$ cat src/rtl/data_memory_arbiter_if.sv
// Bus bundle between the data memory arbiter, its requesters and the vector data memory.
// slave = arbiter side, master = requester/memory side.
interface data_memory_arbiter_if #(
  parameter int dataSize       = 32,
  parameter int addressingSize = 32,
  parameter int vecSize        = 4,
  parameter int numReq         = 2
);
  logic [numReq-1:0]                            req;
  logic [numReq-1:0]                            req_we;
  logic [numReq-1:0][addressingSize-1:0]        req_addr;
  logic [numReq-1:0][vecSize-1:0][dataSize-1:0] req_wdata;
  logic [numReq-1:0]                            ack;
  logic [vecSize-1:0][dataSize-1:0]             rdata;
  logic                                         busy;
  logic                                         mem_we;
  logic [addressingSize-1:0]                    mem_addr;
  logic [vecSize-1:0][dataSize-1:0]             mem_wdata;
  logic [vecSize-1:0][dataSize-1:0]             mem_rdata;

  modport slave (
    input  req, req_we, req_addr, req_wdata, mem_rdata,
    output ack, rdata, busy, mem_we, mem_addr, mem_wdata
  );

  modport master (
    output req, req_we, req_addr, req_wdata, mem_rdata,
    input  ack, rdata, busy, mem_we, mem_addr, mem_wdata
  );
endinterface

$ cat src/rtl/data_memory_arbiter.sv
// Serialises numReq requesters onto the single vector data memory port (IDLE -> ISSUE -> RESP).
// DATA_MEMORY_ARBITER_RR_EN selects round-robin arbitration; otherwise lowest index wins.
//
// state | meaning
// IDLE  | sample requests, latch winner's fields into the mem_* holding registers
// ISSUE | drive mem_we/addr/wdata; memory writes or captures read data on the closing edge
// RESP  | mem_we low, address held; ack the owner and pass mem_rdata through
module data_memory_arbiter #(
  parameter int dataSize       = 32,
  parameter int addressingSize = 32,
  parameter int vecSize        = 4,
  parameter int numReq         = 2
) (
  input logic                   clk,
  input logic                   rst,
  data_memory_arbiter_if.slave  bus
);
  localparam int OW = $clog2(numReq);

  typedef enum logic [1:0] {IDLE, ISSUE, RESP} state_t;

  state_t                           state, state_nxt;
  logic [OW-1:0]                    owner, last_owner, winner;
  logic                             grant_vld;
  logic                             we_q;
  logic [addressingSize-1:0]        addr_q;
  logic [vecSize-1:0][dataSize-1:0] wdata_q;

`ifdef DATA_MEMORY_ARBITER_RR_EN
  logic [OW-1:0] rr_idx;

  // Search starts just after the previous owner, wrapping at numReq.
  always_comb begin
    winner    = '0;
    grant_vld = 1'b0;
    rr_idx    = '0;
    for (int k = 1; k <= numReq; k++) begin
      rr_idx = OW'((int'(last_owner) + k) % numReq);
      if (!grant_vld && bus.req[rr_idx]) begin
        grant_vld = 1'b1;
        winner    = rr_idx;
      end
    end
  end
`else
  always_comb begin
    winner    = '0;
    grant_vld = 1'b0;
    for (int i = numReq - 1; i >= 0; i--) begin
      if (bus.req[i]) begin
        grant_vld = 1'b1;
        winner    = OW'(i);
      end
    end
  end
`endif

  always_ff @(posedge clk or posedge rst) begin
    if (rst) begin
      state      <= IDLE;
      owner      <= '0;
      last_owner <= OW'(numReq - 1);
      we_q       <= 1'b0;
      addr_q     <= '0;
      wdata_q    <= '0;
    end else begin
      state <= state_nxt;
      if (state == IDLE && grant_vld) begin
        owner   <= winner;
        we_q    <= bus.req_we[winner];
        addr_q  <= bus.req_addr[winner];
        wdata_q <= bus.req_wdata[winner];
      end
      if (state == RESP) begin
        last_owner <= owner;
      end
    end
  end

  always_comb begin
    state_nxt  = state;
    bus.ack    = '0;
    bus.busy   = 1'b0;
    bus.mem_we = 1'b0;
    case (state)
      IDLE: begin
        if (grant_vld) begin
          state_nxt = ISSUE;
        end
      end
      ISSUE: begin
        bus.busy   = 1'b1;
        bus.mem_we = we_q;
        state_nxt  = RESP;
      end
      RESP: begin
        bus.busy       = 1'b1;
        bus.ack[owner] = 1'b1;
        state_nxt      = IDLE;
      end
      default: state_nxt = IDLE;
    endcase
  end

  // Address stays on the bus in RESP so the registered memory re-reads the same word.
  assign bus.mem_addr  = addr_q;
  assign bus.mem_wdata = wdata_q;
  assign bus.rdata     = bus.mem_rdata;
endmodule

$ cat src/flat_wrapper.sv
// flat-port wrapper written by rule: the top's interface ports become plain ports
module data_memory_arbiter_flat 
#(
  parameter int dataSize       = 32,
  parameter int addressingSize = 32,
  parameter int vecSize        = 4,
  parameter int numReq         = 2
)
  (clk, rst, bus_req, bus_req_we, bus_req_addr, bus_req_wdata, bus_mem_rdata, bus_ack, bus_rdata, bus_busy, bus_mem_we, bus_mem_addr, bus_mem_wdata);
  data_memory_arbiter_if #(.dataSize(dataSize), .addressingSize(addressingSize), .vecSize(vecSize), .numReq(numReq)) bus_i ();
  input logic clk;
  input logic rst;
  input wire logic [$bits(bus_i.req)-1:0] bus_req;
  input wire logic [$bits(bus_i.req_we)-1:0] bus_req_we;
  input wire logic [$bits(bus_i.req_addr)-1:0] bus_req_addr;
  input wire logic [$bits(bus_i.req_wdata)-1:0] bus_req_wdata;
  input wire logic [$bits(bus_i.mem_rdata)-1:0] bus_mem_rdata;
  output wire logic [$bits(bus_i.ack)-1:0] bus_ack;
  output wire logic [$bits(bus_i.rdata)-1:0] bus_rdata;
  output wire logic [$bits(bus_i.busy)-1:0] bus_busy;
  output wire logic [$bits(bus_i.mem_we)-1:0] bus_mem_we;
  output wire logic [$bits(bus_i.mem_addr)-1:0] bus_mem_addr;
  output wire logic [$bits(bus_i.mem_wdata)-1:0] bus_mem_wdata;
  assign bus_i.req = bus_req;
  assign bus_i.req_we = bus_req_we;
  assign bus_i.req_addr = bus_req_addr;
  assign bus_i.req_wdata = bus_req_wdata;
  assign bus_i.mem_rdata = bus_mem_rdata;
  assign bus_ack = bus_i.ack;
  assign bus_rdata = bus_i.rdata;
  assign bus_busy = bus_i.busy;
  assign bus_mem_we = bus_i.mem_we;
  assign bus_mem_addr = bus_i.mem_addr;
  assign bus_mem_wdata = bus_i.mem_wdata;
  data_memory_arbiter #(.dataSize(dataSize), .addressingSize(addressingSize), .vecSize(vecSize), .numReq(numReq)) u_core (.clk(clk), .rst(rst), .bus(bus_i));
endmodule
$ cat config.mk
export PLATFORM = sky130hd
export DESIGN_NAME = data_memory_arbiter_flat
export DESIGN_NICKNAME = d
export VERILOG_FILES = /design/src/rtl/data_memory_arbiter_if.sv /design/src/rtl/data_memory_arbiter.sv /design/src/flat_wrapper.sv
export SDC_FILE = /design/constraint.sdc
export NUM_CORES = 1
export LEC_CHECK = 0
export ABC_AREA = 1
export BUFFER_PORTS_ARGS = -buffer_cell sky130_fd_sc_hd__buf_2
export CORE_AREA = 4 4 285 287
export DETAILED_ROUTE_END_ITERATION = 10
export DIE_AREA = 0 0 289 291
export SETUP_SLACK_MARGIN = 0.2
export SYNTH_ARGS = -nofsm -noshare
export SYNTH_HDL_FRONTEND = slang
export SYNTH_SLANG_ARGS = --single-unit
$ cat constraint.sdc
create_clock -name clk -period 5.02 [get_ports clk]
set_input_delay 0.753 -clock clk [delete_from_list [all_inputs] [get_ports clk]]
set_output_delay 0.753 -clock clk [all_outputs]
set_load 0.01 [all_outputs]
; ---- Yosys cells after proc, flatten, opt, wreduce, memory -nomap -nowiden
; Index checks and enable logic that the tools add are counted.
; Widths: inputs -> output; s select.
[classes]
n_reduce_logical = 4
eq_ne = 3
mux = 16
magnitude_cmp = 3
[ops]
columns = op, count
row1 = $mux 128, 2
row2 = $mux 32, 2
row3 = $mux 1, 8
row4 = $lt 1x2->1 const B, 2
row5 = $mux 2, 2
row6 = $pmux 2 s2, 1
row7 = $eq 2x1->1 const B, 1
row8 = $eq 2x2->1 const B, 1
row9 = $logic_and 1x1->1, 2
row10 = $logic_not 2->1, 1
row11 = $ne 2x1->1 const B, 1
row12 = $reduce_or 2->1, 1
row13 = $demux 1 s1, 1
row14 = $ge 1x1->1 const B, 1
[totals]
register_bits = 164
inputBits = 454
output_inout_bits = 292

; ---- Longest topological paths before layout
; Gate-level depths: netlist of the first run.
[logic_depth]
ltp_word = 5
ltp_mapped = 8
depth_no_buf = 6

; ---- Least setup slack after synthesis of the first run
; Ideal clock, no wire load.
[synth_timing]
path_type = in2reg
start = input bus_req[1]
end = register u_core.wdata_q (netlist bit u_core.bus.mem_wdata[37])
setup_slack_ns = 3.336
setup_ns = 0.118
stages = 6
required_ns = 4.902
t_arrival_ns = 1.566
cell_sequence = buf_4 > buf_2 > clkbuf_1 > nand3_1 > nand3_1 > nand2_1
[synth_between]
elab_chain_len = 4
word_cells_on_any_way = 6
[synth_rtl]
columns = item, line
row1 = "start, declared", flat_wrapper.sv:13  ; input wire logic [$bits(bus_i.req)-1:0] bus_req;
row2 = $mux 1 *, data_memory_arbiter.sv:50  ; if (bus.req[i]) begin
row3 = $mux 1, data_memory_arbiter.sv:50
row4 = $mux 128 (not written as such) (2 in a row), data_memory_arbiter.sv:72  ; wdata_q <= bus.req_wdata[winner];
row5 = "end signal, assigned", data_memory_arbiter.sv:72
row6 = "end, declared", data_memory_arbiter.sv:27  ; logic [vecSize-1:0][dataSize-1:0] wdata_q;
; Mark *: on every way between the ends. The rest lies on a longest branch, timed or not. The select of a mux whose other input is x is not followed.
; A chain may end at the register's enable or synchronous reset.

; ---- Worst setup path after layout of the first run
[layout_timing]
start = input bus_req[1]
end = register u_core.wdata_q (netlist bit u_core.bus.mem_wdata[48])
; The elaborated chain is that of the path after synthesis.

==> impl_metrics.yaml, run 1 <==
outcome:
  outcome: "finished clean"
setup_path:
  criticalPathCategory: "in -> reg"
  r2r_slack_ns: 2.93
  r2r_end: "u_core.bus.mem_wdata[19]"
  cp.required_ns: 5.43
  slowest_stage: "nand2_8"
  r2r_cells: 7
  crit_path_cell_trace: "buf_6 > nand2_8 > buf_4 > nand2_1 > nand3_1 > nand2_1"
  worstSetupStartpointType: "input port"
  worstPathMaxFanout: 122
  r2r_start: "u_core.state[0]"
  critPathCaptureType: "flip-flop"
  cp.arrival_ns: 2.78
  cp_common_cell: "nand2_1"
  critPathMaxStageDelay_ns: 0.52
clock_tree:
  cts.htree.levels: 4
  cts_resized: 0
  numCtsBuffers: 17
  clk_path_buf_depth: 2
  clkSinkCount: 164
  cts_tree: "yes"
  clock_latency_ns: 0.47
  clockRootBuffer: "clkbuf_16"
  clk_pin_slew_worst_paths_ns: 0.08
  cts_setup_buffers: 0
  cts_hold_buf: 0
final_layout:
  layout.cells.non_filler: 2900
  fin_nets: 2295
  drive_gt1_share_pct: 29.1
  area_growth_syn_to_layout_pct: 31.0
  diodes: 0
power_and_ir_drop:
  leakage_uw: 0.00819
  power_uw: 6590
  power_density_nw_per_um2: 492
  internal-power_uw: 3760
  p_sw_share_pct: 43.1
  p_clk_share_pct: 21.0
  peakVddDrop_mv: 0.381
  p_sw_uw: 2840
  seqPwrFrac_pct: 36.0
  combinationalPowerShare_pct: 43.0
detailed_routing:
  highest_layer: "met4"
  wl_met2_um: 17600
  drt-met1-wl_um: 16600
  drt_iter0_markers: 381
  drc: 0
  dr.pass1.iters: 4
  wl_met3_um: 4440
  drt-vias-per-instance: 3.53
  wl_per_cell_um: 13.9
  via_count: 10200
  drt-total-wl_um: 40400
  antenna_left: 0
global_routing:
  grt_use_total_pct: 9.22
  antenna_found_initial: 2
  grt_pass1_wl_um: 59000
  grt_max_degree: 162
  grt_pass1_vias: 10200
  grt-ovfl-total: 0
sta:
  setup_tns_ns: 0
  slew_headroom_pct: 34.0
  hold_viol_final: 0
  skew_ns: 0.0104
  max_freq_mhz: 421
  worst_pin_slew_ns: 0.990
  slew_viol_final: 0
  setup_viol: 0
  finalCritPeriodShare_pct: 47.3
  rsz0062_at_grt: "false"
  finalCriticalPeriod_ns: 2.37
yosys:
  synth_area_um2: 10200
  synth_seq_cells: 164
  yosys.cell_types.count: 16
  async_flop_share_pct: 100
  synth_top_cell_area_share_pct: 40.1
  netlist_top_cells_count: "nand2_1 (488), inv_1 (329), nand3_1 (322), dfrtp_1 (164), buf_4 (131)"
  yosysMostFrequentCell: "nand2_1"
  ys.flop_type: "dfrtp_1"
  yosysTopAreaCell: "dfrtp_1"
  yosysSeqAreaShare_pct: 40.1
  syn_nets: 1988
  syn_inst: 1530
  ys_top_cells_by_area: "dfrtp_1 (40%), nand2_1 (18%), nand3_1 (16%)"
  synth_edf_count: 0
  syn_area_per_cell_um2: 6.69
  ys_warn_count: 0
min_path:
  hp-class: "in -> async"
placement:
  gp_congestion: 0.774
  portBuffers: 489
  dp.cells: 2868
  dpl.hpwl_um: 29700
flow_run:
  maxCapViolations: 0
floorplanning:
  io_pins: 746
  die-height_um: 291
  dieArea_um2: 84100
  initial_utilization_pct: 13.0
  core_um2: 78600
  rows: 103
  die_width_um: 289
==> cell type report <==
| type | count | area, um^2 |
|---|---|---|
| sequential | 164 | 4100 |
| fill | 9091 | 65200 |
| inverter | 330 | 1250 |
| clock buffer | 21 | 470 |
| tap | 1050 | 1310 |
| multi-input combinational | 822 | 3560 |
| clock inverter | 11 | 115 |
| timing repair buffer | 502 | 2590 |
==> metrics by stage <==
step	area [um^2]	setup WS [ns]	util [%]	hold slack, ns
floorplan	10200	2.18	-	0.449
global placement	12800	2.31	16.3	0.457
detailed placement	12800	2.30	16.3	0.460
CTS	13400	2.62	17.0	0.106
global route	13400	2.51	17.0	0.136
finish	13400	2.65	17.0	0.176
==> state kept, by name, summed over array words and instances, names as in the netlist <==
name and cells:
u_core.bus.mem_addr 32, u_core.bus.mem_wdata 128, u_core.owner 1, u_core.state 2, u_core.we_q 1
==> worst max-delay path by stage <==
stage	from	to	slack (ns)	cells after the start
floorplan	rst	u_core.bus.mem_addr[0]	2.18	1
detailed placement	bus_req[1]	u_core.bus.mem_wdata[48]	2.30	6
global placement	bus_req[1]	u_core.bus.mem_wdata[41]	2.31	6
CTS	u_core.state[0]	bus_ack[0]	2.62	5
finish	bus_req[1]	u_core.bus.mem_wdata[48]	2.65	6
global route	u_core.state[0]	bus_ack[0]	2.51	5
==> power groups by stage <==
stage	sequential (uW)	combinational (uW)	clock (uW)
after floorplan	2640	1370	0
after global placement	2380	2860	0
after detailed placement	2380	2910	0
after CTS	2380	2900	1480
after global routing	2450	3210	1520
final	2370	2830	1390
==> cells in the final DEF, fill, tap and decap left out, drive strengths merged <==
cell        n
bufinv      1
inv       335
nand2     489
dfrtp     164
clkinvlp    5
o21ai       3
buf       502
clkbuf     21
ha          4
a21oi       1
nand3     322
nor2        3
==> worst max-delay path: cells and delay by family <==
family	cells	cell delay [ns]
buffers and inverters	2	0.96
and+or+nand+nor	4	0.79
==> per-layer routing <==
metal  global-route usage (%)  up-vias
met5                        0        -
met4                     4.83        0
met3                     3.86       91
met2                     14.3      547
met1                     10.8     4575
li1                         -     5024
==> kinds of logic (layout without fill, tap and decap cells) <==
kind of cell	after synthesis	count (layout)	share of synthesized area [%]
simple gates	814	814	33.8
compound gates	4	4	0.306
buf+inv	544	864	25.3
fa+ha+maj	4	4	0.489
flops	164	164	40.1
Note: power is estimated with default switching activity, not from simulation.
==> run 2, diff against run 1 <==
- clock period: 5.02 -> 2 ns (I/O delays scaled with it)
==> impl_metrics.yaml, run 2 (synthesis results as in run 1) <==
floorplanning:
  core_um2: 78600
  io_pins: 746
  die-height_um: 291
  initial_utilization_pct: 13.0
  die_width_um: 289
  dieArea_um2: 84100
  rows: 103
clock_tree:
  cts_tree: "yes"
  clock_latency_ns: 0.48
  clockRootBuffer: "clkbuf_16"
  clkSinkCount: 164
  numCtsBuffers: 17
  clk_pin_slew_worst_paths_ns: 0.07
  clk_path_buf_depth: 2
  cts.htree.levels: 4
global_routing:
  grt_pass1_vias: 10300
  met2_usage_pct: 14.7
  grt_pass1_wl_um: 59500
  grt-ovfl-total: 0
  grt_max_degree: 86
  antenna_found_initial: 5
  top_usage_layer: "met2"
  grt_use_met3_pct: 3.70
  grt_use_total_pct: 9.35
  grt_use_met1_pct: 11.1
setup_path:
  critPathTopFamily: "flip-flops"
  slowest_stage: "dfrtp_1"
  worstSetupStartpointType: "flip-flop"
  cp_num_buf_inv: 2
  crit_path_start: "u_core.state[1]"
  crit_path_cell_trace: "inv_2 > ha_2 > buf_4"
  worstPathMaxFanout: 4
  criticalPathCategory: "reg -> out"
  cp.required_ns: 1.70
  r2r_start: "u_core.state[1]"
  critPathCaptureType: "output port"
  critPathMaxStageDelay_ns: 0.42
  cp.arrival_ns: 1.45
final_layout:
  final_common_cell: "nand2_1"
  diodes: 0
  fillerInstances: 9021
  area_growth_syn_to_layout_pct: 36.2
  drive_gt1_share_pct: 30.9
  utilization_pct: 17.7
  mostFrequentLayoutCells: "nand2_1 (486), buf_2 (485), inv_1 (324), nand3_1 (322), dfrtp_1 (164)"
  final_area_um2: 13900
  fin_nets: 2328
  largest_reg_flops: 128
power_and_ir_drop:
  power_density_nw_per_um2: 1230
  leakage_uw: 0.00843
  power_uw: 17200
  peakVddDrop_mv: 0.646
detailed_routing:
  via_count: 10400
  drc: 0
  drt_iter0_markers: 444
  drt-vias-per-instance: 3.55
  drt-total-wl_um: 41200
  antenna_left: 0
  dr.pass1.iters: 5
  wl_per_cell_um: 14.1
placement:
  portBuffers: 489
  placed_cell_area_um2: 13200
  dpl.hpwl_um: 31500
  gp_congestion: 0.826
sta:
  hold_slack_ns: 0.115
  slew_headroom_pct: 65.3
  finalCriticalPeriod_ns: 1.75
  finalCritPeriodShare_pct: 87.6
  setup_tns_ns: 0
  rsz0062_at_grt: "true"
  slew_viol_final: 0
  setup_viol: 0
  worst_pin_slew_ns: 0.521
  skew_ns: 0.0110
  max_freq_mhz: 571
  hold_viol_final: 0
flow_run:
  maxCapViolations: 0
min_path:
  hp-class: "in -> reg"
  min_from: "bus_req_addr[30]"
outcome:
  outcome: "finished clean"
[run 2: changes by cell type in the layout (fill, tap and decap cells not counted), moves of 3 or more]
cell and change:
buf_4 +15, buf_12 +14, ha_1 -3, inv_1 -4
inv_2 +4, buf_2 -3, inv_6 -3
[run 2: report_power, final]
group | total (uW) | internal [uW] | switching, uW | leakage [uW]
logic | 7800 | 3120 | 4680 | 0.00617
registers | 5990 | 4990 | 996 | 0.00200
clock network | 3410 | 1790 | 1620 | 0.000270
total | 17200 | 9910 | 7300 | 0.00843
[run 2: worst paths after layout]
path / endpoint / slack [ns] / cells past startpoint
max in group asynchronous: u_core.bus.mem_wdata[116] / 1.02 / 5
setup / recovery: bus_busy / 0.25 / 3
hold reg to reg: u_core.bus.mem_wdata[29] / 0.48 / 2
min in group asynchronous: u_core.bus.mem_wdata[39] / 0.27 / 3
setup reg to reg: u_core.bus.mem_wdata[87] / 0.33 / 8
hold / removal: u_core.bus.mem_addr[30] / 0.12 / 5
[run 2: through the flow]
| stage | setup WS (ns) | instances |
|---|---|---|
| 6_report | 0.249 | 2933 |
| 4_1_cts | 0.184 | 2928 |
| 3_5_place_dp | 0.266 | 2893 |
| 3_3_place_gp | 0.320 | 2893 |
| 5_1_grt | 0.146 | 2933 |
| 2_1_floorplan | -0.385 | 1530 |
[run 2: routing by layer]
metal,share of wire [%],wire [um]
met2,44,18200
met1,42,17100
met5,0.099,41
met4,3.7,1540
met3,10,4310
[run 2: final cells by class]
type / count / area (um^2) / area share, %
multi-input combinational: 822 / 3600 / 25.9
timing repair buffer: 535 / 3090 / 22.2
clock buffer: 19 / 453 / 3.25
tap: 1050 / 1310 / 9.43
sequential: 164 / 4100 / 29.4
clock inverter: 13 / 124 / 0.889
inverter: 330 / 1250 / 8.95
[run 2: tightest hold or removal path: cells and delay by family]
family        cells  cell delay (ns)
buf+inv           2             0.10
simple gates      3             0.17
[run 2: what timing repair did]
item                                    4_1_cts  5_1_grt
hold buffers                                  1        0
resized for setup                            15        6
endpoints found under the setup margin        3       76
buffers inserted                              2        3
gates cloned                                  0        2
hold endpoints to repair                     75        0
pin swaps                                     2        2
